`src/rtl/extend_shift_unit.sv`:
```
// extend_shift_unit: selects and extends one of four sources to 16 bits, then applies a
// logical barrel shift left or right and registers the result.
module extend_shift_unit (
  input  logic        CLK,
  input  logic        Reset_n,
  input  logic [3:0]  IR3_0,
  input  logic [7:0]  IR7_0,
  input  logic [15:0] Reg_A,
  input  logic [15:0] ALUOut,
  input  logic [1:0]  ShifterInput,
  input  logic        ShifterLeft,
  input  logic [1:0]  ShiftAmount,
  output logic [15:0] O
);
  logic [15:0] ext, s1, s2, s4, s8, o_q, o_d;
  logic [3:0]  n;
  // Unselected sources are excluded by the mux, so X on them never reaches O
  always_comb begin
    ext = ShifterInput == 2'b00 ? {{12{IR3_0[3]}}, IR3_0} :
          ShifterInput == 2'b01 ? {{8{IR7_0[7]}}, IR7_0} :
          ShifterInput == 2'b10 ? Reg_A : ALUOut;
    n   = ShiftAmount == 2'b00 ? 4'd1 :
          ShiftAmount == 2'b01 ? IR3_0 :
          ShiftAmount == 2'b10 ? 4'd0 : 4'd4;
    s1  = !n[0] ? ext : ShifterLeft ? {ext[14:0], 1'b0} : {1'b0, ext[15:1]};
    s2  = !n[1] ? s1  : ShifterLeft ? {s1[13:0], 2'b0}  : {2'b0, s1[15:2]};
    s4  = !n[2] ? s2  : ShifterLeft ? {s2[11:0], 4'b0}  : {4'b0, s2[15:4]};
    s8  = !n[3] ? s4  : ShifterLeft ? {s4[7:0], 8'b0}   : {8'b0, s4[15:8]};
    o_d = s8;
  end
  always_ff @(posedge CLK or negedge Reset_n)
    if (!Reset_n) o_q <= 16'h0000;
    else          o_q <= o_d;
  assign O = o_q;
endmodule

```
`config.mk`:
```
export PLATFORM = sky130hd
export DESIGN_NAME = extend_shift_unit
export DESIGN_NICKNAME = d
export VERILOG_FILES = /design/src/rtl/extend_shift_unit.sv
export SDC_FILE = /design/constraint.sdc
export NUM_CORES = 1
export LEC_CHECK = 0
export BUFFER_PORTS_ARGS = -buffer_cell sky130_fd_sc_hd__buf_2
export CORE_AREA = 2 2 89 113
export DETAILED_ROUTE_END_ITERATION = 10
export DIE_AREA = 0 0 91 115
export MAX_ROUTING_LAYER = met4
export SETUP_SLACK_MARGIN = 0.02
export SLEW_MARGIN = 10
export SYNTH_ARGS = -nofsm -noshare
export SYNTH_HDL_FRONTEND = slang
export SYNTH_SLANG_ARGS = --single-unit
export TNS_END_PERCENT = 5
```
`constraint.sdc`:
```
create_clock -name CLK -period 0.8 [get_ports CLK]
set_input_delay 0.16 -clock CLK [delete_from_list [all_inputs] [get_ports CLK]]
set_output_delay 0.16 -clock CLK [all_outputs]
set_load 0.05 [all_outputs]
```
==> impl_metrics.ini, run 1 <==
[logic_synthesis]
avgSynthCellArea_um2 = 8.09
ys_seq_area_share_pct = 15.5
ys.warnings.count = 0
syn_inst = 320
ys.flop_type = dfrtp_1
synth_cell_types = 65
synth-edff-count = 0
synth_seq_cells = 16
syn_area_mm2 = 0.00259
synthArstFlopShare_pct = 100
syn_nets = 371

[die]
die_area_mm2 = 0.0105
die_width_um = 91
ios = 67
start_util_pct = 27.5
die_height_um = 115
core_area_mm2 = 0.00941
core.rowCount = 40

[drt]
vias = 3332
wirelength_mm = 10.5
avgViaCountPerCell = 5.54
ant_nets = 0
drt_iter0_drc = 204
drt-wirelength-per-cell_um = 17.5
drc = 0
first_pass_iters = 5

[final_layout]
syn2layout_area_growth_pct = 62.8
final_common_cell = buf_4
drive_above_1_share_pct = 51.4
largest_reg_flops = 16
num-fill-cells = 1017
fin_area_mm2 = 0.00421
multi_input_area_mm2 = 0.00217
antenna_cells = 0
final_net_count = 527
seqCellArea_um2 = 400
final_cells = 601
fin_util_pct = 44.8
mostFrequentLayoutCells = buf_4, buf_2, nand2_1

[sta]
rsz0062_at_grt = true
finalSetupViolCount = 32
fin_crit_sh_pct = 242
setup_ws_ns = -1.13
report.final.slew_viol_count = 0
timing.hold.ws_ns = 0.344
fmax_ghz = 0.517
slew_headroom_pct = 64.4
tightest_slew_ns = 0.529
period_needed_ns = 1.93
setup_tns_ns = -18.33
final_hold_viol_count = 0

[setup_path]
critPathCaptureType = register
slowest_stage = mux4_2
arrival_ns = 2.05
slowest_delay_ns = 0.48
critPathMaxFanout = 4
start_kind = input pin
startpoint = ShifterLeft
crit_end = O[15]
required_ns = 0.92
critPathKind = input pin to register
crit_chain = buf_12, mux4_2, or3_4, a31o_4, and3_4, nor4_4, o311ai_2, o32a_1

[pwr]
p_switching_mw = 2.08
internal-power_mw = 3.21
p_seq_share_pct = 18.8
power.density_mw_per_mm2 = 1260
leakagePower_nw = 1.90
p_clk_share_pct = 19.4
pwr-share-comb_pct = 61.8
switching_share_pct = 39.3
peakVddDrop_mv = 0.576

[placed_design]
gp_congestion = 0.920
place_area_mm2 = 0.00382
numPortBuffers = 66
hpwl_mm = 8.62
place_inst = 595

[run_status]
violations = negative setup slack
status = complete, but fails checks

[clock_network]
cts-htree-levels = 1
cts_buffers = 3
clk_pin_slew_ns = 0.04
cts_root_buffer = clkbuf_16
cts.sinks = 16
cts_buffer_depth = 2
cts_tree = yes

[run]
cap_violations = 0

[global_routing]
antenna_found_initial = 0
grt_max_degree = 20
track_usage_pct = 20.7
grt-ovfl-total = 0
grt_pass1_wl_mm = 17.1
grt_pass1_vias = 3452

[min_path]
holdCritPathClass = input pin to asynchronous set/reset pin
critical path, delay by kind of cell:
| kind | cells | cell delay, ns |
|---|---|---|
| buf+inv | 1 | 0.09 |
| compound gates | 3 | 0.61 |
| mux | 1 | 0.48 |
| simple gates | 3 | 0.69 |
Yosys cell counts (all sizes together), types with 3 or more instances:
cell / count / area share, %
nand2: 38 / 5.5
nor2: 25 / 3.7
a21oi: 24 / 4.6
mux4: 22 / 19
clkbuf: 21 / 3.0
o21ai: 21 / 4.2
nand3: 18 / 3.5
dfrtp: 16 / 15
mux2i: 15 / 5.8
buf: 12 / 2.6
nor3: 8 / 1.5
a31oi: 7 / 1.7
and3: 6 / 1.6
mux2: 5 / 2.2
o211ai: 5 / 1.5
a211oi: 4 / 1.2
a21boi: 4 / 1.2
a21o: 4 / 1.2
and2: 4 / 0.97
a211o: 3 / 1.0
a22oi: 3 / 0.87
a32oi: 3 / 1.0
inv: 3 / 0.44
nor4: 3 / 0.97
o22ai: 3 / 0.73
o2bb2ai: 3 / 1.0
o31ai: 3 / 0.87
metrics by stage:
stage          setup slack [ns]  power (mW)
2_1_floorplan             -1.29        2.68
3_3_place_gp              -1.54        3.84
3_5_place_dp              -1.57        3.87
4_1_cts                   -1.13        5.24
5_1_grt                   -1.22        5.57
6_report                  -1.13        5.29
repair_timing:
item / 4_1_cts / 5_1_grt
gates resized for setup: 68 / 6
setup endpoints to repair: 32 / 32
pin swaps: 12 / 2
hold buffers: 1 / 0
buffers inserted: 1 / 0
cloned: 0 / 0
endpoints found under the hold margin: 16 / 0
power groups by stage:
stage / sequential (mW) / combinational, mW / clock [mW]
2_1_floorplan: 1.44 / 1.23 / 0
3_3_place_gp: 0.972 / 2.87 / 0
3_5_place_dp: 0.973 / 2.90 / 0
4_1_cts: 0.995 / 3.20 / 1.04
5_1_grt: 1.01 / 3.47 / 1.08
6_report: 0.993 / 3.27 / 1.02
how the worst min path moves through the flow:
| stage | slack [ns] | to | cells past startpoint | startpoint |
|---|---|---|---|---|
| after floorplan | -0.14 | O[0] | 0 | Reset_n |
| after global placement | 0.07 | O[3] | 1 | Reset_n |
| after detailed placement | 0.07 | O[15] | 1 | Reset_n |
| after CTS | 0.35 | O[11] | 2 | Reset_n |
| after global routing | 0.37 | O[15] | 2 | Reset_n |
| final | 0.34 | O[15] | 2 | Reset_n |
kinds of logic (layout without fill, tap and decap cells):
logic type	after synthesis	count (layout)	synth area share, %
multiplexers	42	42	27.4
AO/OA/AOI/OAI	112	112	29.9
AND/OR/NAND/NOR	114	114	21.1
buffers and inverters	36	191	6.09
flip-flops	16	16	15.5
cell type report:
type | instances | area share, %
sequential | 16 | 9.51
inverter | 3 | 0.267
multi-input combinational | 268 | 51.6
clock buffer | 4 | 2.11
timing repair buffer | 184 | 32.8
tap | 126 | 3.74
metal layers:
metal	vias to the layer above	global-route usage, %	wire (um)
met5	-	-	0
met4	0	7.47	321
li1	1582	-	-
met3	31	1.25	509
met1	1566	23.5	4260
met2	153	38.3	5420
(Power assumes the default switching activity.)
==> run 2: changes to the inputs <==
--- a/config.mk
+++ b/config.mk
@@ -5,11 +5,12 @@
 export SDC_FILE = /design/constraint.sdc
 export NUM_CORES = 1
 export LEC_CHECK = 0
-export BUFFER_PORTS_ARGS = -buffer_cell sky130_fd_sc_hd__buf_2
+export BUFFER_PORTS_ARGS = -buffer_cell sky130_fd_sc_hd__buf_4
 export CORE_AREA = 2 2 89 113
 export DETAILED_ROUTE_END_ITERATION = 10
 export DIE_AREA = 0 0 91 115
 export MAX_ROUTING_LAYER = met4
+export REMOVE_ABC_BUFFERS = 1
 export SETUP_SLACK_MARGIN = 0.02
 export SLEW_MARGIN = 10
 export SYNTH_ARGS = -nofsm -noshare
==> run 2 against run 1 <==
Against the previous run: the flow still finishes with violations (negative setup slack); design area grew 1.5%; total power is 0.80% lower; clock-buffer cell count down 1; worst setup slack improved by 0.071 ns; first-iteration DRC count decreased by 17%.
==> impl_metrics.ini, run 2 (synthesis results as in run 1) <==
[sta]
report.final.slew_viol_count = 0
finalSetupViolCount = 32
period_needed_ns = 1.86
fin_crit_sh_pct = 233
rsz0062_at_grt = true
tightest_slew_ns = 0.587
setup_ws_ns = -1.06
slew_headroom_pct = 60.5
fmax_ghz = 0.537
setup_tns_ns = -17.25
final_hold_viol_count = 0

[final_layout]
final_net_count = 524
antenna_cells = 0
syn2layout_area_growth_pct = 65.3
largest_reg_flops = 16
final_common_cell = buf_4
mostFrequentLayoutCells = buf_4, nand2_1, nor2_1
drive_above_1_share_pct = 51.6

[run]
cap_violations = 0

[global_routing]
grt_max_degree = 19
grt.met1_usage_pct = 23.4
grt_pass1_vias = 3312
gr-usage-met2_pct = 37.1
grt_use_met3_pct = 1.44
track_usage_pct = 19.9
grt-ovfl-total = 0
antenna_found_initial = 0
grt-busiest-layer = met2
grt_pass1_wl_mm = 16.6

[placed_design]
numPortBuffers = 66
gp_congestion = 0.964
hpwl_mm = 8.39

[pwr]
leakagePower_nw = 1.91
peakVddDrop_mv = 0.608
power.density_mw_per_mm2 = 1230
finalPower_mw = 5.25

[clock_network]
cts_tree = yes
cts-htree-levels = 1
cts_buffer_depth = 2
cts_root_buffer = clkbuf_16
cts_buffers = 3
clk_pin_slew_ns = 0.05
cts.sinks = 16

[die]
die_area_mm2 = 0.0105
start_util_pct = 27.5
die_width_um = 91
core_area_mm2 = 0.00941
die_height_um = 115
ios = 67
core.rowCount = 40

[drt]
drt_iter0_drc = 170
ant_nets = 0
vias = 3267
wirelength_mm = 10.1
drt-wirelength-per-cell_um = 16.9
first_pass_iters = 4
drc = 0
avgViaCountPerCell = 5.47

[setup_path]
arrival_ns = 1.99
required_ns = 0.92
critPathCaptureType = register
critPathKind = input pin to register
start_kind = input pin
critPathMaxFanout = 8

[min_path]
holdCritPathClass = input pin to asynchronous set/reset pin

[run_status]
status = complete, but fails checks
violations = negative setup slack
==> run 2: cell types whose count changed in the layout (fill, tap and decap cells not counted), moves of 2 or more <==
cell,previous run,this run
a21boi_0,3,1
a21oi_1,23,20
a21oi_2,1,4
buf_2,48,0
buf_4,113,157
o21ai_0,16,13
o21ai_1,3,6
==> run 2: per-layer routing <==
layer  vias up  part of all wire [%]
met4         0                   1.3
met5         -                     0
li1       1565                     -
met3        10                   4.8
met2       127                    53
met1      1565                    41
==> run 2: worst paths after layout <==
path	start	slack [ns]	end	cells after the start
setup / recovery	ShifterLeft	-1.06	O[15]	9
hold / removal	Reset_n	0.31	O[7]	2
max in group asynchronous	Reset_n	0.32	O[12]	2
min in group CLK	ShiftAmount[0]	0.48	O[14]	5
==> run 2: final cells by class <==
| cell class | instances | area [um2] |
|---|---|---|
| multi-input combinational | 268 | 2140 |
| timing repair buffer | 181 | 1490 |
| inverter | 3 | 12.5 |
| tap | 126 | 158 |
| sequential | 16 | 400 |
| clock buffer | 3 | 75.1 |
| fill | 997 | 5130 |
==> run 2: repair_timing <==
item	4_1_cts	5_1_grt
pin swaps	11	3
endpoints found under the setup margin	32	32
resized for setup	51	14
hold buffers	1	0
cloned	0	0
endpoints found under the hold margin	16	0
buffers inserted	1	0
==> run 2: critical path: stages <==
cell,delay (ns)
buf_8,0.09
buf_8,0.14
mux4_2,0.51
mux2i_2,0.17
or4_1,0.14
o31ai_1,0.14
nor4_2,0.27
o311ai_1,0.16
o32a_1,0.19
==> run 2: report_power, final <==
| group | total [mW] | internal, mW | leakage (nW) | switching, mW |
|---|---|---|---|---|
| sequential | 0.995 | 0.939 | 0.196 | 0.0566 |
| combinational | 3.32 | 1.60 | 1.68 | 1.72 |
| clock | 0.931 | 0.653 | 0.0370 | 0.278 |
==> run 2: metrics by stage <==
step | setup WS, ns | util [%] | cells | area [um2] | hold WS [ns]
after floorplan | -1.22 | - | 287 | 2440 | -0.136
final | -1.06 | 45.5 | 597 | 4280 | 0.310
after global placement | -1.45 | 42.2 | 593 | 3980 | 0.0233
after CTS | -1.06 | 44.9 | 597 | 4230 | 0.329
after detailed placement | -1.49 | 42.2 | 593 | 3980 | 0.0251
after global routing | -1.12 | 45.5 | 597 | 4280 | 0.336
==> run 3: changes to the inputs <==
--- a/config.mk
+++ b/config.mk
@@ -5,13 +5,14 @@
 export SDC_FILE = /design/constraint.sdc
 export NUM_CORES = 1
 export LEC_CHECK = 0
-export BUFFER_PORTS_ARGS = -buffer_cell sky130_fd_sc_hd__buf_4
+export BUFFER_PORTS_ARGS = -buffer_cell sky130_fd_sc_hd__clkbuf_2
 export CORE_AREA = 2 2 89 113
 export DETAILED_ROUTE_END_ITERATION = 10
 export DIE_AREA = 0 0 91 115
 export MAX_ROUTING_LAYER = met4
 export REMOVE_ABC_BUFFERS = 1
 export SETUP_SLACK_MARGIN = 0.02
+export SKIP_LAST_GASP = 1
 export SLEW_MARGIN = 10
 export SYNTH_ARGS = -nofsm -noshare
 export SYNTH_HDL_FRONTEND = slang
==> run 3 against run 2 <==
Against the previous run: the flow still finishes with violations (negative setup slack); total power is 2.0% lower; worst setup slack worse by 0.10 ns; sequential share of layout area increased by 0.26 points; flip-flop and latch count unchanged; die area is the same; cell count rose by 1.7%; hold slack improved by 0.055 ns; sequential power is 2.4% lower; clock-buffer cell count grew 1; largest cell class unchanged.
==> impl_metrics.ini, run 3 (synthesis results as in run 1) <==
[final_layout]
final_common_cell = buf_4
syn2layout_area_growth_pct = 60.7
multi_input_area_mm2 = 0.00214
final_cells = 607
final_net_count = 533
largest_reg_flops = 16
antenna_cells = 0
seqCellArea_um2 = 400
drive_above_1_share_pct = 50.7
fin_util_pct = 44.2
mostFrequentLayoutCells = buf_4, clkbuf_2, nand2_1
num-fill-cells = 1013

[sta]
tightest_slew_ns = 0.518
finalSetupViolCount = 32
report.final.slew_viol_count = 0
final_hold_viol_count = 0
fin_crit_sh_pct = 246
setup_ws_ns = -1.17
period_needed_ns = 1.97
slew_headroom_pct = 65.3
rsz0062_at_grt = true
setup_tns_ns = -20.00
fmax_ghz = 0.508

[pwr]
finalPower_mw = 5.14
pwr-share-comb_pct = 61.1
p_seq_share_pct = 18.9
leakagePower_nw = 1.90
internal-power_mw = 3.10
p_clk_share_pct = 20.0
switching_share_pct = 39.7
power.density_mw_per_mm2 = 1240
peakVddDrop_mv = 0.625
p_switching_mw = 2.04

[setup_path]
crit_end = O[15]
start_kind = input pin
critPathMaxFanout = 4
critPathKind = input pin to register
critPathCaptureType = register
required_ns = 0.92
arrival_ns = 2.08
startpoint = ShifterLeft

[drt]
first_pass_iters = 4
drt_iter0_drc = 221
drc = 0
wirelength_mm = 10.4
vias = 3343
drt-wirelength-per-cell_um = 17.1
ant_nets = 0
avgViaCountPerCell = 5.51

[die]
core_area_mm2 = 0.00941
ios = 67
core.rowCount = 40
die_area_mm2 = 0.0105
start_util_pct = 27.5
die_width_um = 91
die_height_um = 115

[run]
cap_violations = 0

[global_routing]
gr-usage-met2_pct = 34.4
grt.met1_usage_pct = 23.3
grt-ovfl-total = 0
grt_max_degree = 29
grt-busiest-layer = met2
antenna_found_initial = 0
track_usage_pct = 19.7
grt_use_met3_pct = 1.44
grt_pass1_vias = 3250
grt_pass1_wl_mm = 16.2

[run_status]
violations = negative setup slack
status = complete, but fails checks

[placed_design]
place_inst = 597
gp_congestion = 0.904
numPortBuffers = 66
hpwl_mm = 8.42

[clock_network]
cts-htree-levels = 1
cts.sinks = 16
cts_root_buffer = clkbuf_16
cts_buffer_depth = 2
clk_pin_slew_ns = 0.05
cts_tree = yes
cts_buffers = 3

[min_path]
holdCritPathClass = input pin to asynchronous set/reset pin
==> run 3: changes by cell type in the layout (fill, tap and decap cells not counted), moves of 2 or more <==
cell,change
clkbuf_2,+62
buf_4,-40
a31oi_2,-2
a221oi_2,-2
a221oi_1,+2
a21oi_2,-2
nand2_2,-2
o21ai_1,-2
a31oi_1,+2
a21oi_1,+2
buf_6,-15
o21ai_0,+3
buf_12,+2
nor4_4,+2
==> run 3: power groups by stage <==
stage | clock network [mW] | logic [mW] | registers, mW
6_report | 1.03 | 3.14 | 0.971
5_1_grt | 1.08 | 3.35 | 0.988
4_1_cts | 1.05 | 2.96 | 0.973
3_5_place_dp | 0 | 2.94 | 0.986
3_3_place_gp | 0 | 2.91 | 0.987
2_1_floorplan | 0 | 1.09 | 1.44
==> run 3: area by class of cell <==
class	count	area share, %
clock buffer	4	2.14
sequential	16	9.63
timing repair buffer	190	32.7
multi-input combinational	268	51.5
tap	126	3.79
inverter	3	0.271
==> run 3: worst max-delay path, cell delays in order <==
cell      delay [ns]
buf_12          0.09
mux4_2          0.49
or4_4           0.59
nand2_4         0.11
nor4_4          0.04
nor4_4          0.23
o311ai_2        0.16
o32a_1          0.21
==> run 3: per-stage QoR <==
| stage | cell area (um2) | hold WS, ns | setup WS, ns |
|---|---|---|---|
| floorplan | 2440 | -0.136 | -1.22 |
| global placement | 3850 | 0.0957 | -1.52 |
| detailed placement | 3850 | 0.0909 | -1.54 |
| CTS | 3980 | 0.377 | -1.18 |
| global route | 4160 | 0.402 | -1.21 |
| finish | 4160 | 0.366 | -1.17 |
==> run 3: what timing repair did <==
item	in CTS	in global routing
setup endpoints to repair	32	32
pin swaps	2	11
endpoints found under the hold margin	16	0
setup buffers	1	3
resized for setup	4	38
hold buffers	1	0
gates cloned	0	1
==> run 3: worst min-delay path by stage <==
stage	startpoint	to	slack, ns	cells after the start
global route	Reset_n	O[11]	0.40	2
floorplan	Reset_n	O[0]	-0.14	0
finish	Reset_n	O[13]	0.37	2
global placement	Reset_n	O[11]	0.1	1
CTS	Reset_n	O[11]	0.38	2
detailed placement	Reset_n	O[11]	0.09	1
==> run 3: metal layers <==
metal,share of wire (%),vias to the layer above,wire length (um)
met5,0,-,0
met4,3.8,0,395
met3,5.2,29,540
met2,51,149,5290
met1,40,1578,4180
li1,-,1587,-
